## config.mk

```make
export PLATFORM = sky130hd
export DESIGN_NAME = mux4_rr_arbiter
export DESIGN_NICKNAME = d
export VERILOG_FILES = /design/src/rtl/mux4_rr_arbiter.sv
export SDC_FILE = /design/constraint.sdc
export NUM_CORES = 1
export LEC_CHECK = 0
export BUFFER_PORTS_ARGS = -buffer_cell sky130_fd_sc_hd__buf_4
export CELL_PAD_IN_SITES_DETAIL_PLACEMENT = 0
export CELL_PAD_IN_SITES_GLOBAL_PLACEMENT = 1
export CORE_MARGIN = 5
export CORE_UTILIZATION = 23
export CTS_BUF_LIST = sky130_fd_sc_hd__clkbuf_4 sky130_fd_sc_hd__clkbuf_8
export DETAILED_ROUTE_END_ITERATION = 10
export HOLD_SLACK_MARGIN = 0.15
export PLACE_DENSITY = 0.8
export SYNTH_ARGS = -nofsm -noshare
export SYNTH_HDL_FRONTEND = slang
export SYNTH_SLANG_ARGS = --single-unit
```

## constraint.sdc

```tcl
create_clock -name clk -period 1.9 [get_ports clk]
set_input_delay 0.19 -clock clk [delete_from_list [all_inputs] [get_ports clk]]
set_output_delay 0.19 -clock clk [all_outputs]
set_load 0.005 [all_outputs]
```

## src/rtl/mux4_rr_arbiter.sv

```systemverilog
// Round-robin arbiter sharing one Mux4Way16 between four stream sources.
// Grant is registered and drives the mux select; one bubble between grants.
module mux4way16 (
    input  logic [15:0] a,
    input  logic [15:0] b,
    input  logic [15:0] c,
    input  logic [15:0] d,
    input  logic [1:0]  sel,
    output logic [15:0] out
);
    always_comb begin
        unique case (sel)
            2'd0:    out = a;
            2'd1:    out = b;
            2'd2:    out = c;
            default: out = d;
        endcase
    end
endmodule

module mux4_rr_arbiter #(
    parameter int DATA_W    = 16,
    parameter int MAX_BURST = 4
) (
    input  logic              clk,
    input  logic              rst_n,
    input  logic [3:0]        req,
    input  logic [3:0]        last,
    input  logic [DATA_W-1:0] in_data0,
    input  logic [DATA_W-1:0] in_data1,
    input  logic [DATA_W-1:0] in_data2,
    input  logic [DATA_W-1:0] in_data3,
    output logic [3:0]        in_ready,
    output logic              out_valid,
    output logic [DATA_W-1:0] out_data,
    output logic              out_last,
    input  logic              out_ready,
    output logic [1:0]        grant,
    output logic              busy
);
    typedef enum logic {IDLE, GRANT} state_t;

    state_t      state, state_d;
    logic [1:0]  grant_d, ptr, ptr_d, pick;
    logic [3:0]  cnt, cnt_d, own_oh;
    logic        own, beat, others, at_lim;

    mux4way16 u_mux (
        .a   (in_data0),
        .b   (in_data1),
        .c   (in_data2),
        .d   (in_data3),
        .sel (grant),
        .out (out_data)
    );

    // Downward scan so the lowest offset from ptr wins.
    always_comb begin
        pick = 2'd0;
        for (int i = 3; i >= 0; i--) begin
            if (req[ptr + 2'(i)]) pick = ptr + 2'(i);
        end
    end

    always_comb begin
        own_oh    = 4'b0001 << grant;
        own       = req[grant];
        busy      = (state == GRANT);
        out_valid = busy & own;
        out_last  = out_valid & last[grant];
        in_ready  = (out_valid & out_ready) ? own_oh : 4'b0000;
        beat      = out_valid & out_ready;
        others    = |(req & ~own_oh);
        at_lim    = ({1'b0, cnt} + 5'd1) == 5'(MAX_BURST);
    end

    always_comb begin
        state_d = state;
        grant_d = grant;
        ptr_d   = ptr;
        cnt_d   = cnt;
        unique case (state)
            IDLE: begin
                if (|req) begin
                    state_d = GRANT;
                    grant_d = pick;
                    cnt_d   = 4'd0;
                end
            end
            GRANT: begin
                if (beat && cnt != 4'hf) cnt_d = cnt + 4'd1;
                if (!own || (beat && (last[grant] || (at_lim && others)))) begin
                    state_d = IDLE;
                    ptr_d   = grant + 2'd1;
                end
            end
            default: state_d = IDLE;
        endcase
    end

    always_ff @(posedge clk or negedge rst_n) begin
        if (!rst_n) begin
            state <= IDLE;
            grant <= 2'd0;
            ptr   <= 2'd0;
            cnt   <= 4'd0;
        end else begin
            state <= state_d;
            grant <= grant_d;
            ptr   <= ptr_d;
            cnt   <= cnt_d;
        end
    end
endmodule

```

==> results of run 1 <==
## timing repair
item,4_1_cts,5_1_grt
pin swaps,9,16
hold buffers,1,0
hold endpoints to repair,9,0
setup buffers,4,3
setup endpoints to repair,24,24
resized for setup,14,17
cloned,1,1
## flip-flops by register name, summed over array words and instances, names as in the netlist
register and cells:
grant 2, cnt 4, busy 1, ptr 2
## layout by cell type, fill, tap and decap left out, types with 2 or more instances in the layout
cell type	Yosys	final
nand2_1	8	8
ha_1	5	2
inv_4	0	2
inv_1	22	20
buf_4	2	105
buf_8	0	2
mux2i_1	20	20
dfrtp_2	0	2
and3_4	0	5
nor2_1	2	2
clkbuf_8	0	3
a222oi_1	16	16
dfrtp_1	9	7
a21oi_1	3	3
nand3_1	5	5
ha_4	0	3
o21ai_0	5	5
nand2b_1	2	2
buf_6	2	9
and2b_2	4	4
## cell families after synthesis
| family | Yosys count |
|---|---|
| xor gates and xnor gates | 1 |
| and+or+nand+nor | 30 |
| muxes | 22 |
| DFF | 9 |
| adders and majority gates | 5 |
| buffers and inverters | 33 |
| AOI/OAI and AO/OA | 33 |
## report_power, final
group,total [mW],leakage (nW),internal [mW],switching [mW]
Sequential,0.390,0.111,0.276,0.114
Combinational,2.35,0.995,1.37,0.982
Clock,0.230,0.0262,0.160,0.0704
Total,2.97,1.13,1.81,1.17
## per-stage QoR
| stage | utilization [%] | cell area, sq um | power, mW | hold slack, ps | cells |
|---|---|---|---|---|---|
| 2_1_floorplan | - | 1180 | 1.47 | -106 | 133 |
| 3_3_place_gp | 42.0 | 2010 | 2.34 | 22.4 | 299 |
| 3_5_place_dp | 42.0 | 2010 | 2.35 | 20.4 | 299 |
| 4_1_cts | 45.3 | 2170 | 2.77 | 329 | 309 |
| 5_1_grt | 47.7 | 2280 | 3.21 | 327 | 312 |
| 6_report | 47.7 | 2280 | 2.97 | 327 | 312 |
## layer usage
metal | up-vias | part of all wire, % | global-route usage [%]
li1 | 726 | - | -
met1 | 681 | 42 | 18.4
met2 | 60 | 50 | 23.9
met3 | 0 | 8.6 | 2.33
met4 | 0 | 0 | 1.52
met5 | - | 0 | 0
## final timing paths
path / endpoint / slack [ps] / startpoint
min in group clk: cnt[2] / 360 / out_ready
max reg2reg: ptr[1] / -30 / grant[1]
max: ptr[1] / -30 / grant[1]
max in group asynchronous: grant[0] / 1430 / rst_n
min: cnt[2] / 330 / rst_n
min reg2reg: cnt[1] / 530 / cnt[1]
## worst max-delay path, stage by stage (launching register included)
cell and delay (ps):
dfrtp_2 470, inv_4 100, ha_4 130, and2b_2 230, o41ai_4 350, a31o_2 230
mux2_4 300
## area by class of cell
cell class	instances	area [sq um]	area share, %
flip-flops and latches	9	228	9.98
multi-input cells	91	858	37.6
well taps	67	83.8	3.68
repair buffers	119	975	42.7
clock buffers	4	48.8	2.14
inverters	22	87.6	3.84
==> results.yml, run 1 <==
synthesis:
  async_flop_share_pct: 100
  syn-num-nets: 213
  netlist_area_sq_um: 1150
  yosysMostFrequentCell: "inv_1"
  yosys_register_bits: 9
  synth_ff_type: "dfrtp_1"
  synth_edf_count: 0
  synth_seq_area_share_pct: 19.5
  synthTopCellsByCount: "inv_1, mux2i_1, a222oi_1"
  synthXorXnorAreaFrac_pct: 0.760
  avgSynthCellArea_sq_um: 8.66
  synth_top_cell_by_area: "dfrtp_1"
  ys_top_cells_by_area: "dfrtp_1, mux2i_1, a222oi_1, inv_1, ha_1"
  synth_compound_area_share_pct: 25.4
  ys_types: 32
  synth_top_family_by_area: "compound AO/OA/AOI/OAI gates"
  synth_top_area_share_pct: 19.5
  yosys.area_share.adder_pct: 5.43
  synthSimpleGateAreaFrac_pct: 15.1
  synthMuxAreaShare_pct: 20.6
  ys_warn_count: 0
  synth_cells: 133
timing:
  setup_viol_count_final: 1
  setup_tns_ps: -31.6
  slew_violations: 0
  fmax_ghz: 0.518
  slew_headroom_pct: 69.2
  rsz0062_at_grt: "true"
  layout_setup_ws_ps: -31.6
  clock_skew_ps: 1.65
  final.period_utilization_pct: 102
  hold_viol: 0
  layout_min_cycle_time_ps: 1930
  worst_pin_slew_ps: 457
status:
  violations: "negative setup slack"
  status: "finished with violations"
power:
  p_leak_nw: 1.13
  ir_worst_vdd_mv: 0.711
  power_density_nw_per_um2: 1300
cells_and_area:
  fillers: 481
  n_antenna_cell: 0
  final_nets: 326
  drive_gt1_share_pct: 60.0
  syn_to_final_growth_pct: 97.9
die:
  coreArea_sq_um: 4790
  num_io_pins: 100
  rows: 25
  die_area_sq_um: 6530
  initial_core_util_pct: 24.1
  die-height_um: 80.8
  die_w_um: 80.8
clock_tree:
  tritoncts: "done"
  clk_pin_slew_worst_paths_ps: 40
  ctsLongestPathBuffers: 2
  htree_levels: 1
  clkLatencyLatePin_ps: 230
  cts_root_buf: "clkbuf_8"
  cts_buffers: 3
  clock-sinks: 9
grt:
  gr-total-overflow: 0
  grt_pass1_vias: 1448
  track_usage_pct: 13.8
  grt_max_degree: 18
  antenna_found_initial: 0
  grt_pass1_wl_um: 7160
drt:
  avgViaCountPerCell: 4.70
  drc: 0
  route.vias.total: 1467
  dr.pass1.iters: 5
  wl_um: 4720
  first_iter_violations: 97
  ant_nets: 0
  wl_per_cell_um: 15.1
place:
  pre_cts_slack_ps: -130
  gp_congestion: 0.858
  portBuffers: 99
  place_hpwl_um: 3580
run:
  drv_cap: 0
critical_path:
  critPathArrivalTime_ps: 2040
  worst_r2r_path_depth: 6
  cp-start-kind: "register"
  critPathKind: "reg2reg"
  cp-end-kind: "register"
  cp_max_fo: 6
  cp.required_ps: 2010
min_path:
  hp-class: "in2async"
Power figures use the tool's default switching activity.
==> run 2, diff against run 1 <==
CAP_MARGIN = 30   (was not set)
SKIP_CTS_REPAIR_TIMING = 1   (was not set)
==> results.yml, run 2 (synthesis gave the netlist of run 1 again) <==
clock_tree:
  cts_root_buf: "clkbuf_8"
  clkLatencyLatePin_ps: 230
  clk_pin_slew_worst_paths_ps: 40
  cts_buffers: 3
  clock-sinks: 9
  ctsLongestPathBuffers: 2
  htree_levels: 1
  tritoncts: "done"
drt:
  met3_length_um: 413
  wl_met2_um: 2440
  avgViaCountPerCell: 4.77
  ant_nets: 0
  first_iter_violations: 98
  drc: 0
  route.vias.total: 1497
  wl_um: 4850
  highest_layer: "met3"
  wl_per_cell_um: 15.5
  dr.pass1.iters: 6
  drt-met1-wl_um: 2000
cells_and_area:
  drive_gt1_share_pct: 60.3
  final_cell_mix: "buf_4, inv_1, mux2i_1"
  final_common_cell: "buf_4"
  regMostFlops: "cnt"
  final_nets: 328
  largest_reg_flops: 4
  reg_top3: "cnt: 4 flops, grant: 2 flops, ptr: 2 flops"
  n_antenna_cell: 0
  syn_to_final_growth_pct: 97.2
  postLayoutCoreUtil_pct: 47.5
critical_path:
  worst_r2r_path_depth: 6
  cp.required_ps: 1710
  critPathArrivalTime_ps: 1790
  cp-end-kind: "primary output"
  crit_chain: "buf_4 > buf_4 > mux4_2 > and2_4 > and3_4 > buf_4"
  critPathKind: "reg2out"
  cp-start-kind: "register"
  r2r-end: "ptr[1]"
  rrSetupSlack_ps: -70
  slowest_delay_ps: 440
  cpMaxStageDelayCell: "dfrtp_2"
  cp_max_fo: 6
  path_common_cell: "buf_4"
  r2r_start: "grant[0]"
place:
  gp_congestion: 0.858
  portBuffers: 99
  place_hpwl_um: 3580
timing:
  slew_headroom_pct: 70.4
  layout_setup_ws_ps: -78.8
  rsz0062_at_grt: "true"
  clock_skew_ps: 1.22
  fmax_ghz: 0.505
  layout_min_cycle_time_ps: 1980
  worst_pin_slew_ps: 439
  holdWs_ps: 327
  hold_viol: 0
  slew_violations: 0
  final.period_utilization_pct: 104
  setup_viol_count_final: 6
die:
  die-height_um: 80.8
  num_io_pins: 100
  initial_core_util_pct: 24.1
  coreArea_sq_um: 4790
  die_w_um: 80.8
  rows: 25
  die_area_sq_um: 6530
power:
  p_leak_nw: 1.14
  power_density_nw_per_um2: 1310
  ir_worst_vdd_mv: 0.726
status:
  status: "finished with violations"
  violations: "negative setup slack"
grt:
  gr-total-overflow: 0
  grt_pass1_vias: 1423
  grt_pass1_wl_um: 6880
  antenna_found_initial: 0
  track_usage_pct: 13.1
  grt_max_degree: 18
run:
  drv_cap: 0
min_path:
  hp-class: "in2async"
-- run 2: cell type report --
cell class                      count  area [sq um]
Fill cell                         481          2510
Timing Repair Buffer              121           968
Multi-Input combinational cell     91           858
Sequential cell                     9           228
Inverter                           22          85.1
Tap cell                           67          83.8
Clock buffer                        4          48.8
-- run 2: per-stage QoR --
| stage | power (mW) | TNS (ps) | area (sq um) | setup WS [ps] | instances |
|---|---|---|---|---|---|
| after CTS | 2.60 | -2310 | 2060 | -196 | 303 |
| final | 2.98 | -326 | 2270 | -78.8 | 314 |
| after global placement | 2.34 | -1.65 | 2010 | -1.65 | 299 |
| after detailed placement | 2.35 | -185 | 2010 | -130 | 299 |
| after floorplan | 1.47 | -100 | 1180 | -100 | 133 |
| after global routing | 3.21 | -1530 | 2270 | -130 | 314 |
-- run 2: worst max-delay path: cells and delay by family, from the launching register on --
kind	cells	cell delay, ps
buffers and inverters	3	420
DFF	1	440
muxes	1	310
and+or+nand+nor	2	390
-- run 2: worst max path at each step --
stage,from,to,slack (ps),cells after the start
after detailed placement,grant[1],ptr[1],-130,5
final,grant[0],in_ready[0],-80,6
after global routing,grant[0],ptr[1],-130,6
after floorplan,grant[1],ptr[1],-100,8
after CTS,grant[1],in_ready[3],-200,4
after global placement,grant[1],ptr[1],-2,5
-- run 2: power breakdown --
part	leakage [nW]	internal, mW	switching (mW)	total, mW
Sequential	0.111	0.276	0.109	0.385
Combinational	1.00	1.36	1.00	2.36
Clock	0.0262	0.160	0.0711	0.231
Total	1.14	1.79	1.18	2.97
-- run 2: routing by layer --
layer,GRT usage [%],vias up
met1,16.9,706
li1,-,734
met3,2.33,0
met5,0,-
met4,1.52,0
met2,23.4,57
==> run 3, diff against run 2 <==
CORE_UTILIZATION = 24   (was 23)
SYNTH_HIERARCHICAL = 1   (was not set)
==> results.yml, run 3 <==
synthesis:
  synth_edf_count: 0
  avgSynthCellArea_sq_um: 11.9
  async_flop_share_pct: 100
  synth_ff_type: "dfrtp_1"
  ys_warn_count: 6
  yosys_register_bits: 9
  syn-num-nets: 175
  synth_top_cell_by_area: "mux4_2"
  ys_top_cells_by_area: "mux4_2, dfrtp_1, mux4_1, ha_1, mux2i_1"
  yosysMostFrequentCell: "mux4_2"
  synth_top_area_share_pct: 22.0
  synthTopCellsByCount: "mux4_2, dfrtp_1, nand2_1"
  netlist_area_sq_um: 1130
  synth_seq_area_share_pct: 20.0
  ys_types: 33
  synth_cells: 95
timing:
  rsz0062_at_grt: "true"
  setup_viol_count_final: 0
  fmax_ghz: 0.527
  worst_pin_slew_ps: 397
  layout_min_cycle_time_ps: 1900
  layout_setup_ws_ps: 0.814
  hold_viol: 0
  final.period_utilization_pct: 100
  slew_headroom_pct: 72.8
  slew_violations: 0
  clock_skew_ps: 4.80
min_path:
  hp-class: "in2reg"
die:
  rows: 25
  die_area_sq_um: 6160
  die-height_um: 78.5
  die_w_um: 78.5
  num_io_pins: 100
  initial_core_util_pct: 24.3
  coreArea_sq_um: 4630
place:
  portBuffers: 99
  place_hpwl_um: 4170
  gp_congestion: 0.803
  dpl_cell_area_sq_um: 1900
  pre_cts_slack_ps: 0.676
critical_path:
  cp.required_ps: 1710
  critPathKind: "reg2out"
  critPathArrivalTime_ps: 1710
  cp-start-kind: "register"
  cp-end-kind: "primary output"
  cpMaxStageDelayCell: "mux4_2"
  cp_num_buf_inv: 1
  cp_top_family: "multiplexers"
  cp_max_fo: 8
  slowest_delay_ps: 550
  crit_chain: "mux4_2 > and2_4 > and3_1 > buf_4"
run:
  drv_cap: 0
cells_and_area:
  regMostFlops: "cnt"
  largest_reg_flops: 4
  postLayoutCoreUtil_pct: 44.4
  syn_to_final_growth_pct: 82.6
  drive_gt1_share_pct: 66.5
  fillers: 439
  final_cell_mix: "buf_4, mux4_2, nand2_1, dfrtp_1"
  final_common_cell: "buf_4"
  final_nets: 281
  n_antenna_cell: 0
  final_area_sq_um: 2060
  reg_top3: "cnt: 4 flops, grant: 2 flops, ptr: 2 flops"
drt:
  avgViaCountPerCell: 5.14
  first_iter_violations: 56
  dr.pass1.iters: 4
  wl_per_cell_um: 19.5
  wl_um: 4950
  route.vias.total: 1305
  ant_nets: 0
  drc: 0
clock_tree:
  htree_levels: 1
  cts_root_buf: "clkbuf_8"
  clkLatencyLatePin_ps: 240
  clock-sinks: 9
  ctsLongestPathBuffers: 2
  tritoncts: "done"
  clk_pin_slew_worst_paths_ps: 50
  cts_buffers: 3
power:
  power_density_nw_per_um2: 1190
  ir_worst_vdd_mv: 0.724
  total_power_mw: 2.44
  p_leak_nw: 0.994
grt:
  grt_max_degree: 22
  gr-total-overflow: 0
  antenna_found_initial: 0
  grt_pass1_wl_um: 7150
  grt_pass1_vias: 1289
  track_usage_pct: 15.2
status:
  status: "finished clean"
run 3: cell types whose count changed in the layout (fill, tap and decap cells not counted), moves of 6 or more:
| cell | previous run | this run |
|---|---|---|
| mux4_2 | 1 | 11 |
| buf_4 | 109 | 100 |
| mux2i_1 | 20 | 4 |
| a222oi_1 | 16 | 0 |
| inv_1 | 20 | 6 |
| mux4_1 | 0 | 6 |
run 3: metrics by stage:
stage                     cells  hold WS [ps]  TNS [ps]
after floorplan              95          -106         0
after global placement      246          27.8         0
after detailed placement    246          28.7         0
after CTS                   250          -222     -1900
after global routing        254           309      -199
final                       254           293         0
run 3: per-layer routing:
layer,up-vias,global-route usage [%],part of all wire [%]
met1,621,15.8,35
li1,593,-,-
met3,8,5.62,12
met4,0,4.55,2.4
met2,83,28.2,50
met5,-,0,0
run 3: worst register-to-register path: stages, from the launching register on:
cell and delay (ps):
dfrtp_2 450, inv_1 120, ha_1 180, nor2b_1 60, o41ai_2 370, a31o_2 240
mux2_4 290
run 3: worst paths after layout:
kind                            startpoint  slack, ps  endpoint  depth (start not counted)
worst max-delay path              grant[0]        0.8  out_last                          4
worst min-delay path                req[0]        290  grant[0]                          3
worst max register to register    grant[0]         60    ptr[1]                          6
worst min register to register      cnt[0]        530    cnt[0]                          1
max in group asynchronous            rst_n       1430  grant[1]                          2
min in group asynchronous            rst_n        310    ptr[0]                          2
run 3: cell families (layout without fill, tap and decap cells):
family	count (synthesis)	in the layout	synth area share, %
simple gates	31	31	15.4
mux	22	22	40.9
compound gates	15	15	9.67
buf+inv	12	117	7.67
flops	9	9	20.0
fa+ha+maj	5	5	5.56
xor+xnor	1	1	0.778
run 3: report_power, final:
part,internal [mW],switching [mW]
combinational,1.07,0.721
clock,0.161,0.0858
sequential,0.282,0.122
total,1.51,0.929
run 3: cell type report:
class	count	area, sq um	share of cell area, %
inverter	6	22.5	1.10
clock buffer	4	48.8	2.37
multi-input combinational	74	848	41.3
sequential	9	228	11.1
timing repair buffer	107	841	40.9
tap	54	67.6	3.29
